File: config.mk
export PLATFORM = sky130hd
export DESIGN_NAME = game_sequencer
export DESIGN_NICKNAME = d
export VERILOG_FILES = /design/src/rtl/game_pkg.sv /design/src/rtl/hold_timer.sv /design/src/rtl/game_sequencer.sv
export SDC_FILE = /design/constraint.sdc
export NUM_CORES = 1
export LEC_CHECK = 0
export BUFFER_PORTS_ARGS = -buffer_cell sky130_fd_sc_hd__buf_2
export CAP_MARGIN = 10
export CELL_PAD_IN_SITES_DETAIL_PLACEMENT = 1
export CELL_PAD_IN_SITES_GLOBAL_PLACEMENT = 1
export CORE_ASPECT_RATIO = 1.5
export CORE_MARGIN = 5
export CORE_UTILIZATION = 42
export CTS_CLUSTER_DIAMETER = 80
export DETAILED_ROUTE_END_ITERATION = 8
export HOLD_SLACK_MARGIN = 0.02
export PLACE_DENSITY_LB_ADDON = 0.1
export SYNTH_ARGS = -nofsm -noshare
export SYNTH_HDL_FRONTEND = slang
export SYNTH_HIERARCHICAL = 1
export SYNTH_SLANG_ARGS = --single-unit
File: constraint.sdc
create_clock -name clk -period 5.01 [get_ports clk]
set_input_delay 0.2505 -clock clk [delete_from_list [all_inputs] [get_ports clk]]
set_output_delay 0.2505 -clock clk [all_outputs]
set_load 0.005 [all_outputs]
File: src/rtl/game_pkg.sv
// game_pkg: state encodings, result codes and small helpers shared by the
// code-guessing game sequencer and its sub-modules.
package game_pkg;

    typedef enum logic [2:0] {
        ST_INIT        = 3'b000,
        ST_RASP        = 3'b001,
        ST_BAWP        = 3'b010,
        ST_P1_TURN     = 3'b011,
        ST_P2_TURN     = 3'b100,
        ST_MATCHRESULT = 3'b101,
        ST_GAMERESULT  = 3'b110,
        ST_ILLEGAL     = 3'b111
    } state_t;

    localparam logic [1:0] RES_NONE = 2'b00;
    localparam logic [1:0] RES_P1   = 2'b01;
    localparam logic [1:0] RES_P2   = 2'b10;
    localparam logic [1:0] RES_DRAW = 2'b11;

    // Black count that means the secret code was fully guessed.
    localparam logic [3:0] SOLVED_BLACK = 4'd4;

    function automatic int max_int(input int a, input int b);
        int larger;
        if (a > b) begin
            larger = a;
        end else begin
            larger = b;
        end
        return larger;
    endfunction

    // Final verdict from the two match-win tallies.
    function automatic logic [1:0] game_verdict(input logic [3:0] p1_wins, input logic [3:0] p2_wins);
        logic [1:0] verdict;
        if (p1_wins > p2_wins) begin
            verdict = RES_P1;
        end else if (p2_wins > p1_wins) begin
            verdict = RES_P2;
        end else begin
            verdict = RES_DRAW;
        end
        return verdict;
    endfunction

endpackage

File: src/rtl/hold_timer.sv
// hold_timer: down-counter that measures a fixed interval of `length` cycles.
// `load` starts an interval (in the cycle that enters the timed state); `done`
// is high during the last cycle of the interval while `tick` is held.
module hold_timer #(
    parameter int WIDTH = 8
) (
    input  logic             clk,
    input  logic             reset,
    input  logic             load,
    input  logic [WIDTH-1:0] length,
    input  logic             tick,
    output logic             done
);
    import game_pkg::*;

    localparam logic [WIDTH-1:0] ONE = {{(WIDTH-1){1'b0}}, 1'b1};

    logic [WIDTH-1:0] count_r;

    // Load length-1 so the interval is exactly `length` cycles; count down while ticking.
    always_ff @(posedge clk or posedge reset) begin
        if (reset) begin
            count_r <= '0;
        end else if (load) begin
            count_r <= length - ONE;
        end else if (tick && (count_r != '0)) begin
            count_r <= count_r - ONE;
        end else begin
            count_r <= count_r;
        end
    end

    assign done = (count_r == '0);

endmodule

File: src/rtl/game_sequencer.sv
// game_sequencer: top-level FSM of the two-player black/white guessing game.
// Sequences start screen, turns, black/white print, match result and game end,
// and drives the registered display state and score values.
// Optional feature: define GAME_TURN_TIMEOUT_EN to forfeit a turn after
// TURN_CYCLES idle cycles (a second hold_timer is then built for turns).
module game_sequencer #(
    parameter int HOLD_CYCLES = 50_000_000,
    parameter int WIN_TARGET  = 3,
    parameter int MAX_ROUND   = 9,
    parameter int TURN_CYCLES = 500_000_000
) (
    input  logic       clk,
    input  logic       reset,
    input  logic       start,
    input  logic       p1_submit,
    input  logic       p2_submit,
    input  logic [3:0] p1_black,
    input  logic [3:0] p2_black,
    output logic [2:0] state,
    output logic [3:0] round,
    output logic [3:0] win,
    output logic [3:0] lose,
    output logic [1:0] matchresult,
    output logic [1:0] gameresult,
    output logic       cap_p1,
    output logic       cap_p2
);
    import game_pkg::*;

    localparam int TIMER_W = $clog2(max_int(HOLD_CYCLES, TURN_CYCLES) + 1);
    localparam logic [TIMER_W-1:0] HOLD_LEN  = TIMER_W'(HOLD_CYCLES);
    localparam logic [3:0]         WIN_LIMIT = 4'(WIN_TARGET);
    localparam logic [3:0]         LAST_RND  = 4'(MAX_ROUND);

    state_t     state_r;
    state_t     state_next;
    logic [3:0] round_r;
    logic [3:0] win_r;
    logic [3:0] lose_r;
    logic [1:0] matchresult_r;
    logic [1:0] gameresult_r;
    logic       cap_p1_r;
    logic       cap_p2_r;
    logic       b1_r;
    logic       b2_r;

    // FSM event strobes (mutually exclusive, one state each)
    logic start_game;
    logic accept_p1;
    logic accept_p2;
    logic forfeit_p1;
    logic forfeit_p2;
    logic bawp_hit;
    logic bawp_miss;
    logic game_over;
    logic next_match;

    logic in_hold;
    logic hold_load;
    logic hold_done;
    logic game_end;
    logic turn_expired;

    assign in_hold = (state_r == ST_RASP) || (state_r == ST_BAWP) || (state_r == ST_MATCHRESULT);

    // A hold interval starts whenever the FSM moves into a hold state from a different state.
    assign hold_load = ((state_next == ST_RASP) || (state_next == ST_BAWP) ||
                        (state_next == ST_MATCHRESULT)) && (state_next != state_r);

    assign game_end = (win_r == WIN_LIMIT) || (lose_r == WIN_LIMIT) || (round_r == LAST_RND);

    hold_timer #(.WIDTH(TIMER_W)) u_hold_timer (
        .clk    (clk),
        .reset  (reset),
        .load   (hold_load),
        .length (HOLD_LEN),
        .tick   (in_hold),
        .done   (hold_done)
    );

`ifdef GAME_TURN_TIMEOUT_EN
    localparam logic [TIMER_W-1:0] TURN_LEN = TIMER_W'(TURN_CYCLES);

    logic in_turn;
    logic turn_load;

    assign in_turn   = (state_r == ST_P1_TURN) || (state_r == ST_P2_TURN);
    assign turn_load = ((state_next == ST_P1_TURN) || (state_next == ST_P2_TURN)) &&
                       (state_next != state_r);

    hold_timer #(.WIDTH(TIMER_W)) u_turn_timer (
        .clk    (clk),
        .reset  (reset),
        .load   (turn_load),
        .length (TURN_LEN),
        .tick   (in_turn),
        .done   (turn_expired)
    );
`else
    assign turn_expired = 1'b0;
`endif

    // State register; an illegal encoding is steered back to INIT by the next-state logic.
    always_ff @(posedge clk or posedge reset) begin
        if (reset) begin
            state_r <= ST_INIT;
        end else begin
            state_r <= state_next;
        end
    end

    // Next-state logic and event strobes; a submit always beats a same-cycle turn timeout.
    always_comb begin
        state_next = state_r;
        start_game = 1'b0;
        accept_p1  = 1'b0;
        accept_p2  = 1'b0;
        forfeit_p1 = 1'b0;
        forfeit_p2 = 1'b0;
        bawp_hit   = 1'b0;
        bawp_miss  = 1'b0;
        game_over  = 1'b0;
        next_match = 1'b0;
        case (state_r)
            ST_INIT, ST_GAMERESULT: begin
                if (start) begin
                    start_game = 1'b1;
                    state_next = ST_RASP;
                end else begin
                    state_next = state_r;
                end
            end
            ST_RASP: begin
                if (hold_done) begin
                    state_next = ST_P1_TURN;
                end else begin
                    state_next = ST_RASP;
                end
            end
            ST_P1_TURN: begin
                if (p1_submit) begin
                    accept_p1  = 1'b1;
                    state_next = ST_P2_TURN;
                end else if (turn_expired) begin
                    forfeit_p1 = 1'b1;
                    state_next = ST_P2_TURN;
                end else begin
                    state_next = ST_P1_TURN;
                end
            end
            ST_P2_TURN: begin
                if (p2_submit) begin
                    accept_p2  = 1'b1;
                    state_next = ST_BAWP;
                end else if (turn_expired) begin
                    forfeit_p2 = 1'b1;
                    state_next = ST_BAWP;
                end else begin
                    state_next = ST_P2_TURN;
                end
            end
            ST_BAWP: begin
                if (!hold_done) begin
                    state_next = ST_BAWP;
                end else if (b1_r || b2_r) begin
                    bawp_hit   = 1'b1;
                    state_next = ST_MATCHRESULT;
                end else begin
                    bawp_miss  = 1'b1;
                    state_next = ST_P1_TURN;
                end
            end
            ST_MATCHRESULT: begin
                if (!hold_done) begin
                    state_next = ST_MATCHRESULT;
                end else if (game_end) begin
                    game_over  = 1'b1;
                    state_next = ST_GAMERESULT;
                end else begin
                    next_match = 1'b1;
                    state_next = ST_RASP;
                end
            end
            default: begin
                state_next = ST_INIT;
            end
        endcase
    end

    // Score, black latches and capture pulses, updated on the FSM event strobes.
    always_ff @(posedge clk or posedge reset) begin
        if (reset) begin
            round_r       <= 4'd0;
            win_r         <= 4'd0;
            lose_r        <= 4'd0;
            matchresult_r <= RES_NONE;
            gameresult_r  <= RES_NONE;
            b1_r          <= 1'b0;
            b2_r          <= 1'b0;
            cap_p1_r      <= 1'b0;
            cap_p2_r      <= 1'b0;
        end else begin
            cap_p1_r <= accept_p1;
            cap_p2_r <= accept_p2;
            if (start_game) begin
                round_r       <= 4'd1;
                win_r         <= 4'd0;
                lose_r        <= 4'd0;
                matchresult_r <= RES_NONE;
                gameresult_r  <= RES_NONE;
                b1_r          <= 1'b0;
                b2_r          <= 1'b0;
            end else if (accept_p1 || forfeit_p1) begin
                b1_r <= accept_p1 && (p1_black == SOLVED_BLACK);
            end else if (accept_p2 || forfeit_p2) begin
                b2_r <= accept_p2 && (p2_black == SOLVED_BLACK);
            end else if (bawp_miss) begin
                b1_r <= 1'b0;
                b2_r <= 1'b0;
            end else if (bawp_hit) begin
                matchresult_r <= {b2_r, b1_r};
                if (b1_r && !b2_r && (win_r < WIN_LIMIT)) begin
                    win_r <= win_r + 4'd1;
                end else begin
                    win_r <= win_r;
                end
                if (b2_r && !b1_r && (lose_r < WIN_LIMIT)) begin
                    lose_r <= lose_r + 4'd1;
                end else begin
                    lose_r <= lose_r;
                end
            end else if (game_over) begin
                gameresult_r <= game_verdict(win_r, lose_r);
            end else if (next_match) begin
                if (round_r < LAST_RND) begin
                    round_r <= round_r + 4'd1;
                end else begin
                    round_r <= round_r;
                end
                matchresult_r <= RES_NONE;
                b1_r          <= 1'b0;
                b2_r          <= 1'b0;
            end else begin
                round_r <= round_r;
            end
        end
    end

    assign state       = state_r;
    assign round       = round_r;
    assign win         = win_r;
    assign lose        = lose_r;
    assign matchresult = matchresult_r;
    assign gameresult  = gameresult_r;
    assign cap_p1      = cap_p1_r;
    assign cap_p2      = cap_p2_r;

endmodule
==> qor.txt, run 1 <==
First-pass GRT wire length -> 17,200 um
Worst-path cell chain -> nor4_1, nand4_1, nor2_1, o21ai_0, a2111o_1, or3_1, a22oi_2, buf_12, mux2i_1, ha_1, o21ai_1, nor4_4, nand3b_1, xor2_1, mux2i_1
Worst slew margin relative to its limit -> 34.8%
Crit path buffers/inverters -> 1
Number of synthesized flops with an enable pin -> 0
Worst Hold Class -> in2async
Reg2Reg Capture Point -> u_hold_timer/count_r[18]
Ys async rst share -> 100%
Starting density of the core -> 43.1%
Worst path top cell family by delay -> simple AND/OR/NAND/NOR gates
Post-route insts no fill -> 636
Post-DP HPWL -> 7820 um
Root Driver -> clkbuf_16
Final Net Count -> 548
Period utilisation layout -> 92.6%
Inserted Diodes -> 0
Post-layout min period -> 4.64 ns
Worst Max-Slew Pin Slew -> 0.977 ns
Unrepaired setup endpoints after global routing -> false
Clock Pin Slew Worst Setup and Hold Paths -> 0.08 ns
Static leakage -> 2.09 nW
CP arrival -> 4.86 ns
Hold buffers post-CTS -> 0
Max incr delay on CP -> 0.48 ns
Warnings from Yosys -> 6
Port Buf Inserts -> 33
Design area -> 0.00468 mm^2
Worst path most repeated cell -> mux2i_1
Slowest CP cell -> nor4_1
CTS tree -> done
Final hold violation count -> 0
Initial antenna violation count -> 0
Main synth FF type -> dfrtp_1
Mean Syn Cell Area -> 9.31 um^2
Total grt overflow -> 0
Vias in the first global route -> 3,609
Final slew viol count -> 0
Stages on worst setup path -> 15
Via density -> 5.19
Max clock buf depth -> 2
H-tree depth -> 2
Worst setup slack after layout -> 0.373 ns
PD cells -> 504 mW/mm^2
Gr usage total -> 19.6%
Crit. Startpoint -> u_hold_timer/count_r[24]
I/O pin cnt -> 34
Register area share after synthesis -> 34.2%
Power, Total -> 2.36 mW
Maximum VDD drop -> 0.309 mV
Fmax -> 0.216 GHz
Worst Skew -> 0.00553 ns
Chip width -> 87.8 um
Req. time, crit path -> 5.23 ns
Final hold slack -> 0.0336 ns
Die area -> 0.0111 mm^2
Area occupied by multi-input gates -> 0.00274 mm^2
Routed Antenna Nets -> 0
Vert. Die Dim -> 127 um
Layout fillers -> 1,079
Register Area -> 0.00130 mm^2
DRC -> 0
R2r worst-path depth -> 15
Crit end category -> flop
Core Region -> 0.00883 mm^2
Max_cap viols -> 0
Setup_tns -> 0 ns
Status -> finished, final reports clean
Final wirelength -> 10,400 um
Placed Area -> 0.00444 mm^2
Clk_lat worst skew -> 0.30 ns
Setup crit end -> u_hold_timer/count_r[18]
Distinct cells, synth -> 65
R2R setup slack -> 0.37 ns
Initial DRT Pass Iterations -> 4
RR Startpoint -> u_hold_timer/count_r[24]
Cell Area, Synth -> 0.00381 mm^2
Final core occ -> 53.0%
Crit Path Max Fanout -> 28
CTS Buf Count -> 5
#FFs+latches synth -> 52
Area added between synthesis and finish -> 22.9%
Wirelength per Cell -> 16.3 um
Worst setup SP type -> flop
Pin count of the biggest net entering global routing -> 44
# setup viols final -> 0
Iteration-0 DRC Markers -> 121
Clk sinks -> 52
Mapped Cells -> 409
Critical path class -> reg2reg
Place WS -> 0.0344 ns
# rows -> 42
Final RePlAce weighted congestion -> 0.789
DR vias -> 3,303
Placed cell count -> 625
Share of cells above drive strength 1 -> 16.2%
synth_stat cells, types with 3 or more instances:
cell	count	area share, %
nor4b_2	3	1.2
nor2_1	38	3.7
xor2_1	41	9.4
inv_1	16	1.6
nor3b_1	6	1.2
nand4_1	10	1.6
nor3_1	21	2.8
nand3_1	19	2.5
nand3b_1	5	0.99
nor2b_1	8	1.3
o21a_1	3	0.59
o21ai_0	11	1.4
ha_1	10	3.3
nand2_1	19	1.9
nor4_1	10	1.6
buf_2	4	0.53
nand2b_1	6	0.99
clkbuf_1	9	0.89
a21oi_1	9	1.2
xnor2_1	14	3.2
mux2i_1	37	9.7
dfrtp_1	52	34
o21ai_1	3	0.39
tightest hold or removal path, delay by kind of cell:
family,cells,cell delay (ns)
buffers and inverters,3,0.52
what timing repair did:
item / CTS / global route
resized for setup: 0 / 9
cloned: 0 / 1
pin swaps: 1 / 2
endpoints found under the setup margin: 1 / 20
buffers inserted: 0 / 2
how the worst min path moves through the flow:
stage	to	slack, ns
after floorplan	b1_r	0.25
after global placement	u_hold_timer/count_r[3]	0.38
after detailed placement	u_hold_timer/count_r[1]	0.38
after CTS	u_hold_timer/count_r[1]	0.06
after global routing	u_hold_timer/count_r[1]	0.1
final	u_hold_timer/count_r[1]	0.03
cells by family (layout without fill, tap and decap cells):
kind of cell	count (synthesis)	count (layout)	share of synthesized area, %
compound gates	50	50	9.76
flops	52	52	34.2
fa+ha+maj	10	10	3.29
xor+xnor	55	55	12.6
other cells	2	82	0.197
buf+inv	32	68	3.48
mux	39	39	10.3
simple gates	169	170	26.2
metal layers:
metal,share of wire [%],vias to the layer above,track usage (%)
li1,-,1608,-
met1,36,1639,19.6
met2,59,42,39.4
met3,2.6,14,2.40
met4,2.2,0,6.59
met5,0,-,0
state kept, by name (all words and copies together), names as in the netlist:
name                  cells
b1_r                      1
b2_r                      1
cap_p1                    1
cap_p2                    1
win                       4
u_hold_timer/count_r     29
round                     4
matchresult               2
state                     3
lose                      4
gameresult                2
power breakdown:
group | switching (mW) | total [mW] | internal, mW
Sequential | 0.186 | 0.752 | 0.565
Clock | 0.175 | 0.413 | 0.238
Combinational | 0.680 | 1.19 | 0.515
Total | 1.04 | 2.36 | 1.32
area by class of cell:
class | count | area share [%]
Inverter | 16 | 1.28
Tap cell | 110 | 2.94
Clock inverter | 3 | 0.989
Timing Repair Buffer | 44 | 5.83
Clock buffer | 5 | 2.67
Sequential cell | 52 | 27.8
Multi-Input combinational cell | 406 | 58.5
layout by cell type (no fill, tap or decap), drive strengths merged, types with 3 or more instances in the layout:
cell type  synthesis  final
a211oi             3      3
a21oi              9      9
buf                7     44
clkbuf             9      5
conb               2     82
dfrtp             52     52
ha                10     10
inv               16     17
mux2i             37     37
nand2             19     19
nand2b             6      6
nand3             19     19
nand3b             5      5
nand4             10     10
nor2              38     38
nor2b              8      8
nor3              25     26
nor3b              7      7
nor4              13     13
nor4b              3      3
o21a               3      3
o21ai             15     15
or4b               3      3
xnor2             14     14
xor2              41     41
Power figures use the tool's default switching activity.
==> inputs of run 2 (changes only) <==
--- a/config.mk
+++ b/config.mk
@@ -5,15 +5,15 @@
 export SDC_FILE = /design/constraint.sdc
 export NUM_CORES = 1
 export LEC_CHECK = 0
-export BUFFER_PORTS_ARGS = -buffer_cell sky130_fd_sc_hd__buf_2
 export CAP_MARGIN = 10
 export CELL_PAD_IN_SITES_DETAIL_PLACEMENT = 1
 export CELL_PAD_IN_SITES_GLOBAL_PLACEMENT = 1
 export CORE_ASPECT_RATIO = 1.5
 export CORE_MARGIN = 5
-export CORE_UTILIZATION = 42
+export CORE_UTILIZATION = 45
 export CTS_CLUSTER_DIAMETER = 80
 export DETAILED_ROUTE_END_ITERATION = 8
+export DONT_BUFFER_PORTS = 1
 export HOLD_SLACK_MARGIN = 0.02
 export PLACE_DENSITY_LB_ADDON = 0.1
 export SYNTH_ARGS = -nofsm -noshare
==> qor.txt, run 2 (same netlist as run 1, synthesis figures left out) <==
Sw Ratio -> 45.2%
Comb pwr share -> 51.8%
Post-layout min period -> 4.63 ns
Root Driver -> clkbuf_16
Gr usage total -> 20.2%
Worst Hold Class -> in2async
Commonest non-fill, non-tap cell in the layout -> conb_1
Routed Antenna Nets -> 0
R2r worst-path depth -> 17
Worst setup slack after layout -> 0.382 ns
CP arrival -> 4.81 ns
Core Region -> 0.00836 mm^2
Setup_tns -> 0 ns
Initial antenna violation count -> 0
Clock Pin Slew Worst Setup and Hold Paths -> 0.08 ns
Final wirelength -> 10,300 um
CTS Buf Count -> 5
Iteration-0 DRC Markers -> 98
Total grt overflow -> 0
Starting density of the core -> 45.5%
Die area -> 0.0104 mm^2
Fmax -> 0.216 GHz
Initial DRT Pass Iterations -> 4
Worst setup SP type -> flop
Crit Path Max Fanout -> 14
Pint -> 1.27 mW
I/O pin cnt -> 34
Worst Max-Slew Pin Slew -> 1.02 ns
Crit. Startpoint -> u_hold_timer/count_r[1]
CTS tree -> done
# setup viols final -> 0
Worst Skew -> 0.0108 ns
H-tree depth -> 2
Largest register FFs -> 29
# rows -> 41
Clock share of power -> 15.7%
Reg with most FFs -> u_hold_timer/count_r
Post-DP HPWL -> 7690 um
Final RePlAce weighted congestion -> 0.825
Switch Pwr -> 1.05 mW
Inserted Diodes -> 0
Worst slew margin relative to its limit -> 32.1%
PD cells -> 512 mW/mm^2
First-pass GRT wire length -> 16,600 um
Chip width -> 85.1 um
Clk sinks -> 52
Vert. Die Dim -> 123 um
Share of cells above drive strength 1 -> 11.4%
Maximum VDD drop -> 0.307 mV
Static leakage -> 1.94 nW
Wirelength per Cell -> 17.0 um
Reg power frac -> 32.5%
Period utilisation layout -> 92.4%
Max_cap viols -> 0
Final hold violation count -> 0
Status -> finished, final reports clean
Area added between synthesis and finish -> 18.6%
Final core occ -> 54.0%
Most frequent cells in the layout -> 82 x conb_1, 52 x dfrtp_1, 41 x xor2_1
Max clock buf depth -> 2
RR Startpoint -> u_hold_timer/count_r[1]
DR vias -> 3,218
Vias in the first global route -> 3,420
R2R setup slack -> 0.38 ns
Reg2Reg Capture Point -> u_hold_timer/count_r[26]
Req. time, crit path -> 5.19 ns
Pin count of the biggest net entering global routing -> 30
Critical path class -> reg2reg
Post-route insts no fill -> 607
Via density -> 5.30
Crit end category -> flop
Place WS -> -0.107 ns
Port Buf Inserts -> 0
Clk_lat worst skew -> 0.30 ns
Final slew viol count -> 0
Final Net Count -> 522
DRC -> 0
Placed cell count -> 592
## run 2: final cells by class
class | instances | area [um^2]
repair buffers | 19 | 158
fillers | 1038 | 3840
multi-input cells | 405 | 2710
flip-flops and latches | 52 | 1300
clock inverters | 3 | 26.3
well taps | 107 | 134
clock buffers | 5 | 125
inverters | 16 | 60.1
## run 2: timing repair
| item | 4_1_cts | 5_1_grt |
|---|---|---|
| buffers inserted | 6 | 0 |
| hold endpoints to repair | 29 | 0 |
| hold buffers | 1 | 0 |
| pin swaps | 3 | 1 |
| gates resized for setup | 1 | 6 |
| endpoints found under the setup margin | 17 | 22 |
## run 2: power by group through the flow
stage,Combinational [mW],Clock (mW),Sequential (mW)
2_1_floorplan,0.917,0,0.688
3_3_place_gp,1.11,0,0.752
3_5_place_dp,1.16,0,0.754
4_1_cts,1.19,0.372,0.748
5_1_grt,1.31,0.390,0.776
6_report,1.20,0.362,0.753
## run 2: per-stage QoR
stage | area, um^2 | power [mW] | hold slack, ns
after floorplan | 4110 | 1.60 | 0.252
after global placement | 4270 | 1.86 | 0.260
after detailed placement | 4270 | 1.91 | 0.266
after CTS | 4490 | 2.31 | 0.0583
after global routing | 4520 | 2.47 | 0.110
final | 4520 | 2.31 | 0.0225
## run 2: worst max-delay path by stage
stage / slack [ns] / endpoint / cells past startpoint
6_report: 0.38 / u_hold_timer/count_r[26] / 17
5_1_grt: -0.03 / u_hold_timer/count_r[18] / 18
4_1_cts: 0.12 / u_hold_timer/count_r[18] / 17
3_5_place_dp: -0.11 / u_hold_timer/count_r[20] / 16
3_3_place_gp: 0.15 / u_hold_timer/count_r[22] / 16
2_1_floorplan: 0.06 / u_hold_timer/count_r[18] / 18
## run 2: per-layer routing
layer,routed length [um],GRT usage (%),vias to the layer above
met4,260,6.93,0
met5,0,0,-
met3,240,2.69,18
li1,-,-,1553
met1,3740,20.0,1608
met2,6060,41.5,39
## run 2: critical path, stage by stage (launching register included)
cell	delay [ns]
dfrtp_1	0.43
nor4_2	0.41
nand4_1	0.22
nor2_1	0.20
buf_4	0.19
nor2_1	0.06
a2111oi_1	0.55
a2111o_1	0.22
or3_1	0.13
a22oi_2	0.08
buf_4	0.17
buf_4	0.19
nor4_2	0.29
o21ai_2	0.23
nor4_4	0.62
nand4_1	0.22
xor2_1	0.22
mux2i_1	0.08
